**src/rtl/trig_gen.sv**
```systemverilog
// trig_gen: multi-channel one-shot/periodic trigger generator driven by a shared tick prescaler.
module trig_gen #(
  parameter int CNT_WIDTH = 16,
  parameter int N_CH      = 4,
  parameter int PRE_WIDTH = 8
) (
  input  logic                    clk,
  input  logic                    rst_n,
  input  logic                    en,
  input  logic [PRE_WIDTH-1:0]    prescale,
  input  logic                    cfg_we,
  input  logic [$clog2(N_CH)-1:0] cfg_ch,
  input  logic [1:0]              cfg_mode,
  input  logic [CNT_WIDTH-1:0]    cfg_period,
  input  logic [CNT_WIDTH-1:0]    cfg_width,
  input  logic [N_CH-1:0]         arm,
  output logic [N_CH-1:0]         trig_out,
  output logic [N_CH-1:0]         busy,
  output logic [N_CH-1:0]         done,
  output logic                    tick
);
  localparam int CW = $clog2(N_CH);
  typedef enum logic {IDLE, RUN} state_t;
  logic [PRE_WIDTH-1:0] pre;
  logic [CNT_WIDTH-1:0] cnt[N_CH], cnt_nx[N_CH], period[N_CH], width[N_CH];
  logic [1:0]           mode[N_CH];
  state_t               state[N_CH], state_nx[N_CH];
  logic [N_CH-1:0]      wr, done_nx;
  // tick is gated by rst_n so it stays low while reset is held even with prescale=0
  assign tick = rst_n && en && (pre == prescale);
  always_ff @(posedge clk or negedge rst_n)
    if (!rst_n) pre <= '0;
    else if (en) pre <= tick ? '0 : pre + 1'b1;
  always_comb begin
    for (int i = 0; i < N_CH; i++) begin
      wr[i]       = cfg_we && (cfg_ch == CW'(i));
      state_nx[i] = state[i];
      cnt_nx[i]   = cnt[i];
      done_nx[i]  = 1'b0;
      if (wr[i]) begin
        state_nx[i] = IDLE;
        cnt_nx[i]   = '0;
      end else if (state[i] == IDLE) begin
        if (arm[i] && (mode[i] == 2'b01 || mode[i] == 2'b10)) begin
          state_nx[i] = RUN;
          cnt_nx[i]   = '0;
        end
      end else if (tick) begin
        if (cnt[i] != period[i]) cnt_nx[i] = cnt[i] + 1'b1;
        else if (mode[i] == 2'b10) cnt_nx[i] = '0;
        else begin
          state_nx[i] = IDLE;
          cnt_nx[i]   = '0;
          done_nx[i]  = 1'b1;
        end
      end
    end
  end
  always_ff @(posedge clk or negedge rst_n) begin
    if (!rst_n) begin
      done <= '0;
      for (int i = 0; i < N_CH; i++) begin
        state[i]  <= IDLE;
        cnt[i]    <= '0;
        period[i] <= '0;
        width[i]  <= '0;
        mode[i]   <= 2'b00;
      end
    end else begin
      done <= done_nx;
      for (int i = 0; i < N_CH; i++) begin
        state[i] <= state_nx[i];
        cnt[i]   <= cnt_nx[i];
        if (wr[i]) begin
          period[i] <= cfg_period;
          width[i]  <= cfg_width;
          mode[i]   <= cfg_mode;
        end
      end
    end
  end
  always_comb begin
    for (int i = 0; i < N_CH; i++) begin
      busy[i]     = (state[i] == RUN);
      trig_out[i] = (state[i] == RUN) && (cnt[i] < width[i]);
    end
  end
endmodule

```
**config.mk**
```make
export PLATFORM = sky130hd
export DESIGN_NAME = trig_gen
export DESIGN_NICKNAME = d
export VERILOG_FILES = /design/src/rtl/trig_gen.sv
export SDC_FILE = /design/constraint.sdc
export NUM_CORES = 1
export LEC_CHECK = 0
export ABC_CLOCK_PERIOD_IN_PS = 1970
export CAP_MARGIN = 20
export CORE_MARGIN = 2
export CORE_UTILIZATION = 55
export CTS_BUF_LIST = sky130_fd_sc_hd__clkbuf_2
export DETAILED_ROUTE_END_ITERATION = 6
export GPL_TIMING_DRIVEN = 1
export PLACE_DENSITY = 0.86
export SLEW_MARGIN = 10
export SYNTH_ARGS = -nofsm -noshare
export SYNTH_HDL_FRONTEND = slang
export SYNTH_SLANG_ARGS = --single-unit
```
**constraint.sdc**
```tcl
create_clock -name clk -period 1.97 [get_ports clk]
set_clock_uncertainty 0.15 [all_clocks]
set_input_delay 0.197 -clock clk [delete_from_list [all_inputs] [get_ports clk]]
set_output_delay 0.197 -clock clk [all_outputs]
set_load 0.1 [all_outputs]
```
==> results of run 1 <==
## cell type report
type,instances,share of cell area (%)
clock buffer,74,2.32
multi-input combinational,847,40.5
tap,270,2.12
sequential,216,34.0
antenna,4,0.0628
timing repair buffer,302,18.2
inverter,88,2.11
clock inverter,18,0.612
## cell families after synthesis
group,after synthesis,share of synthesized area (%)
fa+ha+maj,69,7.50
compound gates,215,11.0
simple gates,413,17.6
flops,216,47.0
buf+inv,129,4.34
xor+xnor,85,6.47
mux,64,6.15
## flip-flops by register name, indices dropped and copies added, names as in the netlist
signal	cells
cnt	64
period	64
width	64
mode	8
pre	8
busy	4
done	4
## Yosys cell counts (all sizes together), types with 2 or more instances
master and instances:
ha 69, mux2i 10, nor3b 3, a31oi 16, clkinv 2, a22o 11
a41oi 3, a2111o 4, nand3b 3, and2 10, nand4 26, a21o 10
and3 23, xor2 10, buf 6, nand3 43, nor4 9, or3 7
nand2b 11, a221o 4, mux2 54, a211oi 2, o22ai 4, nor2 29
dfrtp 216, xnor2 75, nor2b 7, clkbuf 35, nand2 210, and4 3
or4 2, or3b 4, inv 86, o21ai 106, o2111ai 4, nor3 20
a21oi 44
## worst min path at each step
stage | start | end
CTS | cfg_period[0] | period[32]
finish | rst_n | cnt[11]
global placement | rst_n | cnt[2]
floorplan | rst_n | cnt[0]
global route | cfg_width[10] | width[26]
detailed placement | rst_n | cnt[2]
## metal layers
| layer | track usage [%] | vias up | wire (um) |
|---|---|---|---|
| met5 | 0 | - | 98 |
| met4 | 23.7 | 6 | 3710 |
| met3 | 8.10 | 305 | 4800 |
| met2 | 59.0 | 896 | 19700 |
| met1 | 41.8 | 5439 | 14200 |
| li1 | - | 4789 | - |
## worst max-delay path: stages, from the launching register on
cell and delay (ps):
dfrtp_1 440, inv_2 190, ha_4 260, and3_4 190
a2111o_1 420, a31oi_2 190, o21ai_2 120, a31oi_4 210
buf_12 210
## through the flow
step / setup TNS, ps / instances / hold WS, ps / power [mW]
finish: -43850 / 1819 / 30.0 / 13.5
global route: -47520 / 1817 / 19.4 / 13.9
CTS: -14560 / 1797 / 0.944 / 12.8
detailed placement: -39710 / 1647 / -33.6 / 9.44
global placement: -31330 / 1647 / -30.7 / 9.24
floorplan: -2900 / 1191 / -249 / 7.82
## where the power goes
part	switching, mW	total [mW]	internal, mW
Sequential	0.491	5.54	5.05
Clock	1.98	3.13	1.15
Combinational	2.73	4.80	2.07
Total	5.20	13.5	8.27
## repair_timing
action | CTS | global route
pin swaps | 88 | 27
hold buffers | 28 | 1
gates cloned | 5 | 0
setup buffers | 33 | 22
hold endpoints to repair | 288 | 1
gates resized for setup | 158 | 81
setup endpoints to repair | 81 | 82
==> reports/metrics.yaml, run 1 <==
run_status:
  outcome: "finished, violations left"
  violations: "negative setup slack"
setup_path:
  critPathCaptureType: "output pin"
  critical_path_arrival_ps: 3080
  startpoint: "width[7]"
  worst-endpoint-required_ps: 1620
  r2r_setup_slack_ps: -700
  r2r_start: "pre[0]"
  reg2reg_depth: 12
  cp-endpoint: "trig_out[3]"
  critPathLaunchType: "register"
  critPathMaxFanout: 2
  critPathKind: "register to output pin"
  r2r-end: "cnt[57]"
sta:
  min_period_ps: 3420
  post-route-period-util_pct: 174
  slew_headroom_pct: 38.9
  setup_viol: 87
  clock.fmax_mhz: 292
  slew_viol_final: 0
  hold_viol: 0
  rsz0062_at_grt: "yes"
  setup_slack_ps: -1450
  worst_pin_slew_ps: 916
global_route:
  grt_pass1_wl_mm: 60.2
  antenna_found_initial: 3
  grt_pass1_vias: 11400
  grtUsageTotal_pct: 35.7
  grt.overflow.total: 0
  grt_max_degree: 157
layout:
  multiInputGateArea_um2: 6450
  layout_commonest_cell: "dfrtp_1"
  syn2layout_area_growth_pct: 38.5
  layout_common_cells: "dfrtp_1, nand2_1, buf_4, inv_1, clkbuf_2"
  fill_cells: 1121
  layout-drive-gt1-share_pct: 33.8
  finish.instance_area_um2: 15900
  fin_util_pct: 78.3
  register_area_um2: 5430
  nets: 1630
cts:
  clk_latency_ps: 880
  htreeDepth: 2
  cts_tree: "done"
  cts_root_buf: "clkbuf_2"
  path_clk_slew_ps: 150
  cts_buffers: 54
  clock_path_buffers: 3
  clkSinkCount: 216
placement:
  dp_hpwl_mm: 23.7
  place_area_um2: 13900
  dp_slack_ps: -556
  routabilityCongestion: 0.938
  port_buffers: 64
yosys:
  syn_area_um2: 11500
  async_flop_share_pct: 100
  synth_ff_type: "dfrtp_1"
  synth_top_area_share_pct: 47.0
  ys_ff_latch: 216
  ys_top_cells_by_area: "dfrtp_1, ha_1, nand2_1"
  syn_nets: 1312
  yosysTopAreaCell: "dfrtp_1"
  synth_cell_types: 59
  ys_seq_area_share_pct: 47.0
  netlist_instances: 1191
  postSynthAreaPerCell_um2: 9.66
  synth_edf_count: 0
  yosysWarnings: 0
detailed_routing:
  avgViaCountPerCell: 6.29
  drc: 0
  first_iter_violations: 1515
  num_vias: 11400
  ant_nets: 0
  postRouteWirelength_mm: 42.6
  drtPass1Iterations: 6
  routedWlPerCell_um: 23.4
worst_hold_path:
  hold_class: "input port to async pin"
power:
  power_density_nw_per_um2: 845
  peakVddDrop_mv: 0.872
  p_leak_nw: 7.47
floorplan:
  dieArea_um2: 22100
  die_x_um: 149
  die_h_um: 149
  initial_core_util_pct: 56.5
  core_area_um2: 20400
  io_pins: 65
  placementRows: 52
flow_run:
  maxCapViolCount: 0
(Power assumes the default switching activity.)
==> inputs of run 2 (changes only) <==
--- a/config.mk
+++ b/config.mk
@@ -7,9 +7,11 @@
 export LEC_CHECK = 0
 export ABC_CLOCK_PERIOD_IN_PS = 1970
 export CAP_MARGIN = 20
+export CORE_ASPECT_RATIO = 1.1
 export CORE_MARGIN = 2
 export CORE_UTILIZATION = 55
 export CTS_BUF_LIST = sky130_fd_sc_hd__clkbuf_2
+export CTS_CLUSTER_DIAMETER = 150
 export DETAILED_ROUTE_END_ITERATION = 6
 export GPL_TIMING_DRIVEN = 1
 export PLACE_DENSITY = 0.86
==> reports/metrics.yaml, run 2 (same netlist as run 1, synthesis figures left out) <==
sta:
  clock.fmax_mhz: 310
  setup_viol: 79
  slew_headroom_pct: 49.0
  min_period_ps: 3230
  setup_slack_ps: -1260
  post-route-period-util_pct: 164
  slew_viol_final: 0
  rsz0062_at_grt: "yes"
  worst_pin_slew_ps: 765
  hold_slack_ps: 73.1
  setup_tns_ps: -26410
  hold_viol: 0
global_route:
  met3_usage_pct: 8.07
  use_met1_pct: 40.6
  antenna_found_initial: 2
  grt_pass1_vias: 10800
  grt_max_degree: 131
  grt.overflow.total: 0
  grtUsageMet2_pct: 53.5
  grt.busiest_layer: "met2"
  grtUsageTotal_pct: 33.1
  grt_pass1_wl_mm: 56.1
placement:
  port_buffers: 64
  routabilityCongestion: 0.921
  dp_hpwl_mm: 22.9
  dp_slack_ps: -536
  place_area_um2: 13700
floorplan:
  initial_core_util_pct: 55.9
  io_pins: 65
  die_x_um: 142
  die_h_um: 156
  core_area_um2: 20600
  placementRows: 55
  dieArea_um2: 22100
flow_run:
  maxCapViolCount: 0
setup_path:
  cp.depth: 7
  worst-endpoint-required_ps: 1620
  crit_buf_inv: 1
  critPathSlowestCell: "dfrtp_1"
  critical_path_arrival_ps: 2880
  critPathTopFamily: "compound AO/OA/AOI/OAI gates"
  critPathLaunchType: "register"
  cp_cell_sequence: "ha_1, and3_4, a2111o_1, a31oi_2, o21ai_2, a31oi_4, buf_12"
  critPathMaxFanout: 2
  critPathCaptureType: "output pin"
  r2r_setup_slack_ps: -450
  critPathKind: "register to output pin"
  reg2reg_depth: 9
  max_stage_delay_ps: 410
layout:
  layout-drive-gt1-share_pct: 32.9
  fin_util_pct: 76.2
  nets: 1598
  syn2layout_area_growth_pct: 36.3
  reg_top3: "cnt: 64 flops, period: 64 flops, width: 64 flops"
  finish.instance_area_um2: 15700
  layout_commonest_cell: "dfrtp_1"
  layout_common_cells: "dfrtp_1, nand2_1, buf_4, clkbuf_2, inv_1"
cts:
  cts_buffers: 55
  htreeDepth: 2
  clock_path_buffers: 3
  cts_root_buf: "clkbuf_2"
  clk_latency_ps: 880
  clkSinkCount: 216
  cts_tree: "done"
  path_clk_slew_ps: 120
detailed_routing:
  drc: 0
  first_iter_violations: 1252
  drtPass1Iterations: 6
  avgViaCountPerCell: 6.15
  postRouteWirelength_mm: 39.4
  routedWlPerCell_um: 22.2
  ant_nets: 0
  num_vias: 10900
worst_hold_path:
  holdPathStages: 3
  hold_class: "input port to register"
run_status:
  outcome: "finished, violations left"
  violations: "negative setup slack"
power:
  power_density_nw_per_um2: 841
  peakVddDrop_mv: 1.11
  p_leak_nw: 7.32
==> run 2: area by class of cell <==
class | count | area (um2)
clock buffer | 78 | 390
antenna | 2 | 5.00
sequential | 216 | 5430
clock inverter | 18 | 72.6
multi-input combinational | 847 | 6550
timing repair buffer | 269 | 2580
tap | 256 | 320
fill | 1155 | 4890
inverter | 88 | 337
==> run 2: timing repair <==
item,4_1_cts,5_1_grt
gates cloned,3,0
pin swaps,62,72
resized for setup,121,114
endpoints found under the setup margin,79,86
buffers inserted,30,17
hold buffers,29,0
endpoints found under the hold margin,286,0
==> run 2: layer usage <==
layer  vias to the layer above  share of wire [%]
met1                      5206                 36
met4                         2                6.7
met3                       218                 10
met5                         -              0.025
met2                       775                 47
li1                       4712                  -
==> run 2: worst paths after layout <==
path	start	to
max	cnt[7]	trig_out[3]
min	cfg_width[14]	width[62]
max reg2reg	pre[4]	cnt[57]
min reg2reg	mode[5]	mode[5]
max in group asynchronous	rst_n	busy[1]
min in group asynchronous	rst_n	cnt[62]
==> run 2: worst min-delay path, cell delays in order <==
cell	delay (ps)
clkdlybuf4s50_1	630
nand2_1	140
o21ai_0	70
==> run 2: power by group <==
| part | total [mW] | internal (mW) | switching (mW) |
|---|---|---|---|
| Combinational | 4.63 | 2.01 | 2.62 |
| Clock | 2.98 | 1.06 | 1.92 |
| Sequential | 5.57 | 5.05 | 0.525 |
==> run 2: per-stage QoR <==
step,total power [mW],cells
2_1_floorplan,7.82,1191
3_3_place_gp,9.17,1616
3_5_place_dp,9.36,1616
4_1_cts,12.7,1767
5_1_grt,13.8,1773
6_report,13.2,1774
